[src/rtl/spi_adc_responder.sv]
// SPI mode-0 responder emulating an 8-channel 12-bit MCP3208-style ADC.
// Each frame returns the channel addressed in the previous frame.
module spi_adc_responder #(
  parameter int NUM_CH      = 8,
  parameter int SYNC_STAGES = 2
) (
  input  logic                   clk,
  input  logic                   rst,
  input  logic                   spi_sck,
  input  logic                   spi_cs_n,
  input  logic                   spi_mosi,
  output logic                   spi_miso,
  output logic                   spi_miso_oe,
  input  logic [12*NUM_CH-1:0]   ch_data,
  output logic                   frame_done,
  output logic                   frame_err,
  output logic [2:0]             frame_addr,
  output logic [2:0]             next_addr
);

  typedef enum logic [1:0] {
    IDLE,
    SHIFT,
    DONE
  } state_e;

  logic [SYNC_STAGES-1:0] sck_sync_q;
  logic [SYNC_STAGES-1:0] cs_sync_q;
  logic [SYNC_STAGES-1:0] mosi_sync_q;
  logic                   sck_prev_q;
  logic                   cs_prev_q;

  state_e      state_q;
  logic [15:0] tx_q;
  logic [2:0]  rx_q;
  logic [4:0]  rise_q;
  logic        miso_q;
  logic        oe_q;
  logic        done_q;
  logic        err_q;
  logic [2:0]  faddr_q;
  logic [2:0]  naddr_q;

  logic        sck_s;
  logic        cs_s;
  logic        mosi_s;
  logic        sck_rise;
  logic        sck_fall;
  logic        cs_rise;
  logic        cs_fall;
  logic [11:0] sample;

  // cs_n chain resets low so a frame left open across reset is not restarted
  always_ff @(posedge clk) begin
    if (rst) begin
      sck_sync_q  <= '0;
      cs_sync_q   <= '0;
      mosi_sync_q <= '0;
      sck_prev_q  <= 1'b0;
      cs_prev_q   <= 1'b0;
    end else begin
      sck_sync_q  <= {sck_sync_q[SYNC_STAGES-2:0], spi_sck};
      cs_sync_q   <= {cs_sync_q[SYNC_STAGES-2:0], spi_cs_n};
      mosi_sync_q <= {mosi_sync_q[SYNC_STAGES-2:0], spi_mosi};
      sck_prev_q  <= sck_s;
      cs_prev_q   <= cs_s;
    end
  end

  assign sck_s    = sck_sync_q[SYNC_STAGES-1];
  assign cs_s     = cs_sync_q[SYNC_STAGES-1];
  assign mosi_s   = mosi_sync_q[SYNC_STAGES-1];
  assign sck_rise = sck_s & ~sck_prev_q;
  assign sck_fall = ~sck_s & sck_prev_q;
  assign cs_rise  = cs_s & ~cs_prev_q;
  assign cs_fall  = ~cs_s & cs_prev_q;

  always_comb begin
    sample = '0;
    for (int c = 0; c < NUM_CH; c++) begin
      if (naddr_q == 3'(c)) begin
        sample = ch_data[12*c +: 12];
      end
    end
  end

  always_ff @(posedge clk) begin
    if (rst) begin
      state_q <= IDLE;
      tx_q    <= '0;
      rx_q    <= '0;
      rise_q  <= '0;
      miso_q  <= 1'b0;
      oe_q    <= 1'b0;
      done_q  <= 1'b0;
      err_q   <= 1'b0;
      faddr_q <= '0;
      naddr_q <= '0;
    end else begin
      done_q <= 1'b0;
      err_q  <= 1'b0;
      unique case (state_q)
        IDLE: begin
          miso_q <= 1'b0;
          oe_q   <= 1'b0;
          if (cs_fall) begin
            tx_q    <= {4'b0000, sample};
            miso_q  <= 1'b0;
            oe_q    <= 1'b1;
            rise_q  <= '0;
            rx_q    <= '0;
            state_q <= SHIFT;
          end
        end
        SHIFT: begin
          if (cs_rise) begin
            err_q   <= 1'b1;
            miso_q  <= 1'b0;
            oe_q    <= 1'b0;
            state_q <= IDLE;
          end else if (sck_rise) begin
            rise_q <= rise_q + 5'd1;
            if (rise_q >= 5'd2 && rise_q <= 5'd4) begin
              rx_q <= {rx_q[1:0], mosi_s};
            end
            if (rise_q == 5'd15) begin
              miso_q  <= 1'b0;
              state_q <= DONE;
            end
          end else if (sck_fall && rise_q != 5'd0) begin
            tx_q   <= {tx_q[14:0], 1'b0};
            miso_q <= tx_q[14];
          end
        end
        DONE: begin
          miso_q <= 1'b0;
          if (cs_rise) begin
            faddr_q <= naddr_q;
            naddr_q <= rx_q;
            done_q  <= 1'b1;
            oe_q    <= 1'b0;
            state_q <= IDLE;
          end
        end
        default: state_q <= IDLE;
      endcase
    end
  end

  assign spi_miso    = miso_q;
  assign spi_miso_oe = oe_q;
  assign frame_done  = done_q;
  assign frame_err   = err_q;
  assign frame_addr  = faddr_q;
  assign next_addr   = naddr_q;

endmodule
[config.mk]
export PLATFORM = sky130hd
export DESIGN_NAME = spi_adc_responder
export DESIGN_NICKNAME = d
export VERILOG_FILES = /design/src/rtl/spi_adc_responder.sv
export SDC_FILE = /design/constraint.sdc
export NUM_CORES = 1
export LEC_CHECK = 0
export CORE_MARGIN = 4
export CORE_UTILIZATION = 25
export CTS_CLUSTER_SIZE = 16
export DETAILED_ROUTE_END_ITERATION = 16
export HOLD_SLACK_MARGIN = 0.02
export PLACE_DENSITY = 0.62
export SLEW_MARGIN = 10
export SYNTH_ARGS = -nofsm -noshare
export SYNTH_HDL_FRONTEND = slang
export SYNTH_SLANG_ARGS = --single-unit
[constraint.sdc]
create_clock -name clk -period 2.8 [get_ports clk]
set_clock_uncertainty 0.2 [all_clocks]
set_input_delay 0.7 -clock clk [delete_from_list [all_inputs] [get_ports clk]]
set_output_delay 0.7 -clock clk [all_outputs]
set_load 0.1 [all_outputs]
==> results list <==
- After clock tree synthesis, the flow added hold-fix buffers numbering 0.
- Proportion of synthesized chip area in sequential cells: 0.301
* Util after Layout: 0.387
- Vias in the first global route: 2913
* Number of sinks on the clock net: 43
- Total vias in the final route: 2894
- At the worst endpoint, the required time is 1.90 ns.
- P per Cell Area: 371 nW/µm²
- Die Ht: 115 µm
- Clock buffers created by TritonCTS: 5
* Syn Inst Count: 330
- Post-synthesis async set-or-reset flop share: 0
- The H-tree generated during clock tree synthesis spans 2 levels.
- Setup repair after global routing missed its margin: no
* Antenna violations before repair: 0
- The analysis attributes to cell leakage a power of 1.49 nW.
- Relative to the synthesized area, the layout overhead comes to 49.4%.
- Final instance count without filler cells: 569
- The number of pins exceeding their max-slew limit in the final report was 0.
- Vias per std cell: 5.09
- Combined area of the multi-input logic cells: 1810 µm²
- Derived from the worst setup path, the maximum achievable clock frequency is 426 MHz.
* Critical path start-end classification: flip-flop to output pin
- Among all flip-flop cells after synthesis, the most frequent one is sky130_fd_sc_hd__dfxtp_1.
- Headroom to the max-slew limit came out at 0.513.
- Across all register-to-register paths, the minimum setup slack is 0.46 ns.
* Ys Warns: 0
* Post-detailed-route count of antenna-violating nets: 0
- The congestion estimate from routability-driven global placement came to 0.800.
- Fraction of final layout cells with drive strength greater than 1: 0.0886
- Setup slack closes at 0.453 ns.
* # IOs: 111
- In this run the tool buffered the top-level ports with 110 buffer cells.
- The run finished with clean final reports.
- Setup total negative slack on the finished layout was measured at 0 ns.
* Largest fanout of any net on the critical path: 17
- Initial cell density of the core: 0.259
* Hold Crit Class: flip-flop to flip-flop
* Element type at the critical path start: flip-flop
* Number of flops mapped to enable cells by yosys: 0
- Net count of the finished layout: 537
- Row count: 38
- Counting along the longest clock path gives a buffer depth of 2.
* Fin crit period: 2.35 ns
* Count of maximum capacitance violations: 0
- Mapped Avg Cell Area: 8.65 µm²
- Counting distinct cell types in the post-synthesis netlist gives 49.
* Category of the worst setup path capture point: output pin
- The total overflow left after global routing is 0.
- 0 antenna diodes ended up in the layout.
- After clock tree synthesis, the repair step resized 0 gates.
- For the pin with the worst max-slew slack, the measured transition is 0.729 ns.
* Remaining routing DRC violations: 0
* First-pass iteration count of the detailed router: 4
- The number of placed instances, taps included, is 561.
* Final HPWL from detailed placement: 7060 µm
- The die is 115 µm wide.
- Clock tree root buffer cell: sky130_fd_sc_hd__clkbuf_16
* Place WS: 0.492 ns
* Worst supply voltage drop on vdd: 0.235 mV
- Post-synth net total: 439
- Counting the fill cells in the layout gives 1125.
- Flops & latches, synth: 43
- Final worst path period share: 0.838
- Iter 0 DRT Violations: 119
* Data arrival time of the worst path: 1.45 ns
* Buffers inserted by post-CTS timing repair: 0
* Pin count of the biggest net entering global routing: 36
* Endpoints failing setup: 0
* First-pass GRT wire length: 14400 µm
- Core ar.: 11000 µm²
* Final Routed Wirelength: 9150 µm
- The floorplan step defined a die boundary enclosing 13200 µm².
- Clock latency reported for the late side of the worst-skew pair: 0.28 ns
* Clock-pin slew on the worst setup and hold paths: 0.06 ns
- CTS tree: yes
- Combined area of all synthesized cells: 2860 µm²
- Hold is met by 0.237 ns.
- Across every metal layer, demand over resource in global routing totals 0.134.
- The final number of hold-violating endpoints came to 0.
- After detailed routing, the average wire length per cell comes to 16.1 µm.
- Sequential cell area in the final layout: 862 µm²
==> worst max-delay path, stage by stage, from the launching register on <==
cell and delay (ns):
sky130_fd_sc_hd__dfxtp_1 0.63, sky130_fd_sc_hd__buf_4 0.33, sky130_fd_sc_hd__buf_12 0.20
==> registers in the layout (all words and copies together), names as in the netlist, 2 cells and up <==
signal / count
rise_q: 5
frame_addr: 3
mosi_sync_q: 2
cs_sync_q: 2
state_q: 2
tx_q: 15
sck_sync_q: 2
rx_q: 3
next_addr: 3
==> cell usage after synthesis (2+ instances only) <==
library cell               count  area [µm²]
sky130_fd_sc_hd__o32ai_1      10        87.6
sky130_fd_sc_hd__a41o_1        2        20.0
sky130_fd_sc_hd__nor2_1       17        63.8
sky130_fd_sc_hd__nand3_1       6        30.0
sky130_fd_sc_hd__a221oi_1      9        78.8
sky130_fd_sc_hd__nand4_1       7        43.8
sky130_fd_sc_hd__nand2b_1      5        31.3
sky130_fd_sc_hd__o41ai_1       3        26.3
sky130_fd_sc_hd__or3_1         5        31.3
sky130_fd_sc_hd__dfxtp_1      43         861
sky130_fd_sc_hd__a21o_1        2        15.0
sky130_fd_sc_hd__a21boi_0      2        15.0
sky130_fd_sc_hd__a211oi_1      2        15.0
sky130_fd_sc_hd__nand3b_1     16         120
sky130_fd_sc_hd__mux2i_1      40         400
sky130_fd_sc_hd__clkbuf_1     18        67.6
sky130_fd_sc_hd__clkinv_1      2        7.51
sky130_fd_sc_hd__nand2_1      15        56.3
sky130_fd_sc_hd__ha_1          8         100
sky130_fd_sc_hd__inv_1        16        60.1
sky130_fd_sc_hd__o211ai_1     17         128
sky130_fd_sc_hd__o21ai_0       8        40.0
sky130_fd_sc_hd__nor2b_1      12        75.1
sky130_fd_sc_hd__buf_1         3        11.3
sky130_fd_sc_hd__nor3_1        2        10.0
sky130_fd_sc_hd__a22oi_1      10        75.1
sky130_fd_sc_hd__and3_1        2        12.5
sky130_fd_sc_hd__a21oi_1      21         105
sky130_fd_sc_hd__buf_2         6        30.0
sky130_fd_sc_hd__o221a_2       2        22.5
==> stage by stage <==
| step | area (µm²) | total power, mW |
|---|---|---|
| 2_1_floorplan | 2860 | 0.751 |
| 3_3_place_gp | 4090 | 0.918 |
| 3_5_place_dp | 4090 | 0.922 |
| 4_1_cts | 4270 | 1.61 |
| 5_1_grt | 4270 | 1.66 |
| 6_report | 4270 | 1.58 |
==> layout make-up <==
class	instances	share of cell area
inverters	18	0.0158
multi-input cells	241	0.423
clock buffers	6	0.0326
flip-flops and latches	43	0.202
repair buffers	119	0.277
clock inverters	2	0.00821
well taps	140	0.0411
==> placed cells by master, fill, tap and decap left out, types with 15 or more instances in the layout <==
cell and n:
sky130_fd_sc_hd__clkdlybuf4s50_1 100, sky130_fd_sc_hd__nand2_1 15, sky130_fd_sc_hd__nor2_1 17, sky130_fd_sc_hd__mux2i_1 40, sky130_fd_sc_hd__dfxtp_1 42, sky130_fd_sc_hd__nand3b_1 16, sky130_fd_sc_hd__buf_4 16, sky130_fd_sc_hd__inv_1 16
sky130_fd_sc_hd__a21oi_1 21, sky130_fd_sc_hd__o211ai_1 17
==> final timing paths <==
| kind | startpoint | endpoint | cells past startpoint |
|---|---|---|---|
| setup reg to reg | state_q[0] | tx_q[7] | 6 |
| hold reg to reg | mosi_sync_q[0] | mosi_sync_q[1] | 1 |
| setup / recovery | next_addr[2] | next_addr[2] | 2 |
| hold / removal | mosi_sync_q[0] | mosi_sync_q[1] | 1 |
==> kinds of logic (layout without fill, tap and decap cells) <==
| group | after synthesis | after routing | share of synthesized area |
|---|---|---|---|
| flip-flops | 43 | 43 | 0.301 |
| adder cells (fa/ha/maj) | 8 | 8 | 0.0351 |
| multiplexers | 41 | 41 | 0.144 |
| buffers and inverters | 46 | 145 | 0.0657 |
| AO/OA/AOI/OAI | 99 | 99 | 0.266 |
| AND/OR/NAND/NOR | 92 | 92 | 0.184 |
| XOR/XNOR | 1 | 1 | 0.00307 |
==> metal layers <==
metal,up-vias,GRT usage,part of all wire
met2,107,0.225,0.45
met4,0,0.0290,0.0092
li1,1448,-,-
met3,10,0.0332,0.088
met5,-,0,0
met1,1329,0.175,0.45
==> report_power, final <==
part	total [mW]	internal, mW	switching (mW)
combinational	0.269	0.173	0.0964
sequential	0.640	0.628	0.0120
clock	0.675	0.443	0.232
Power figures use the tool's default switching activity.
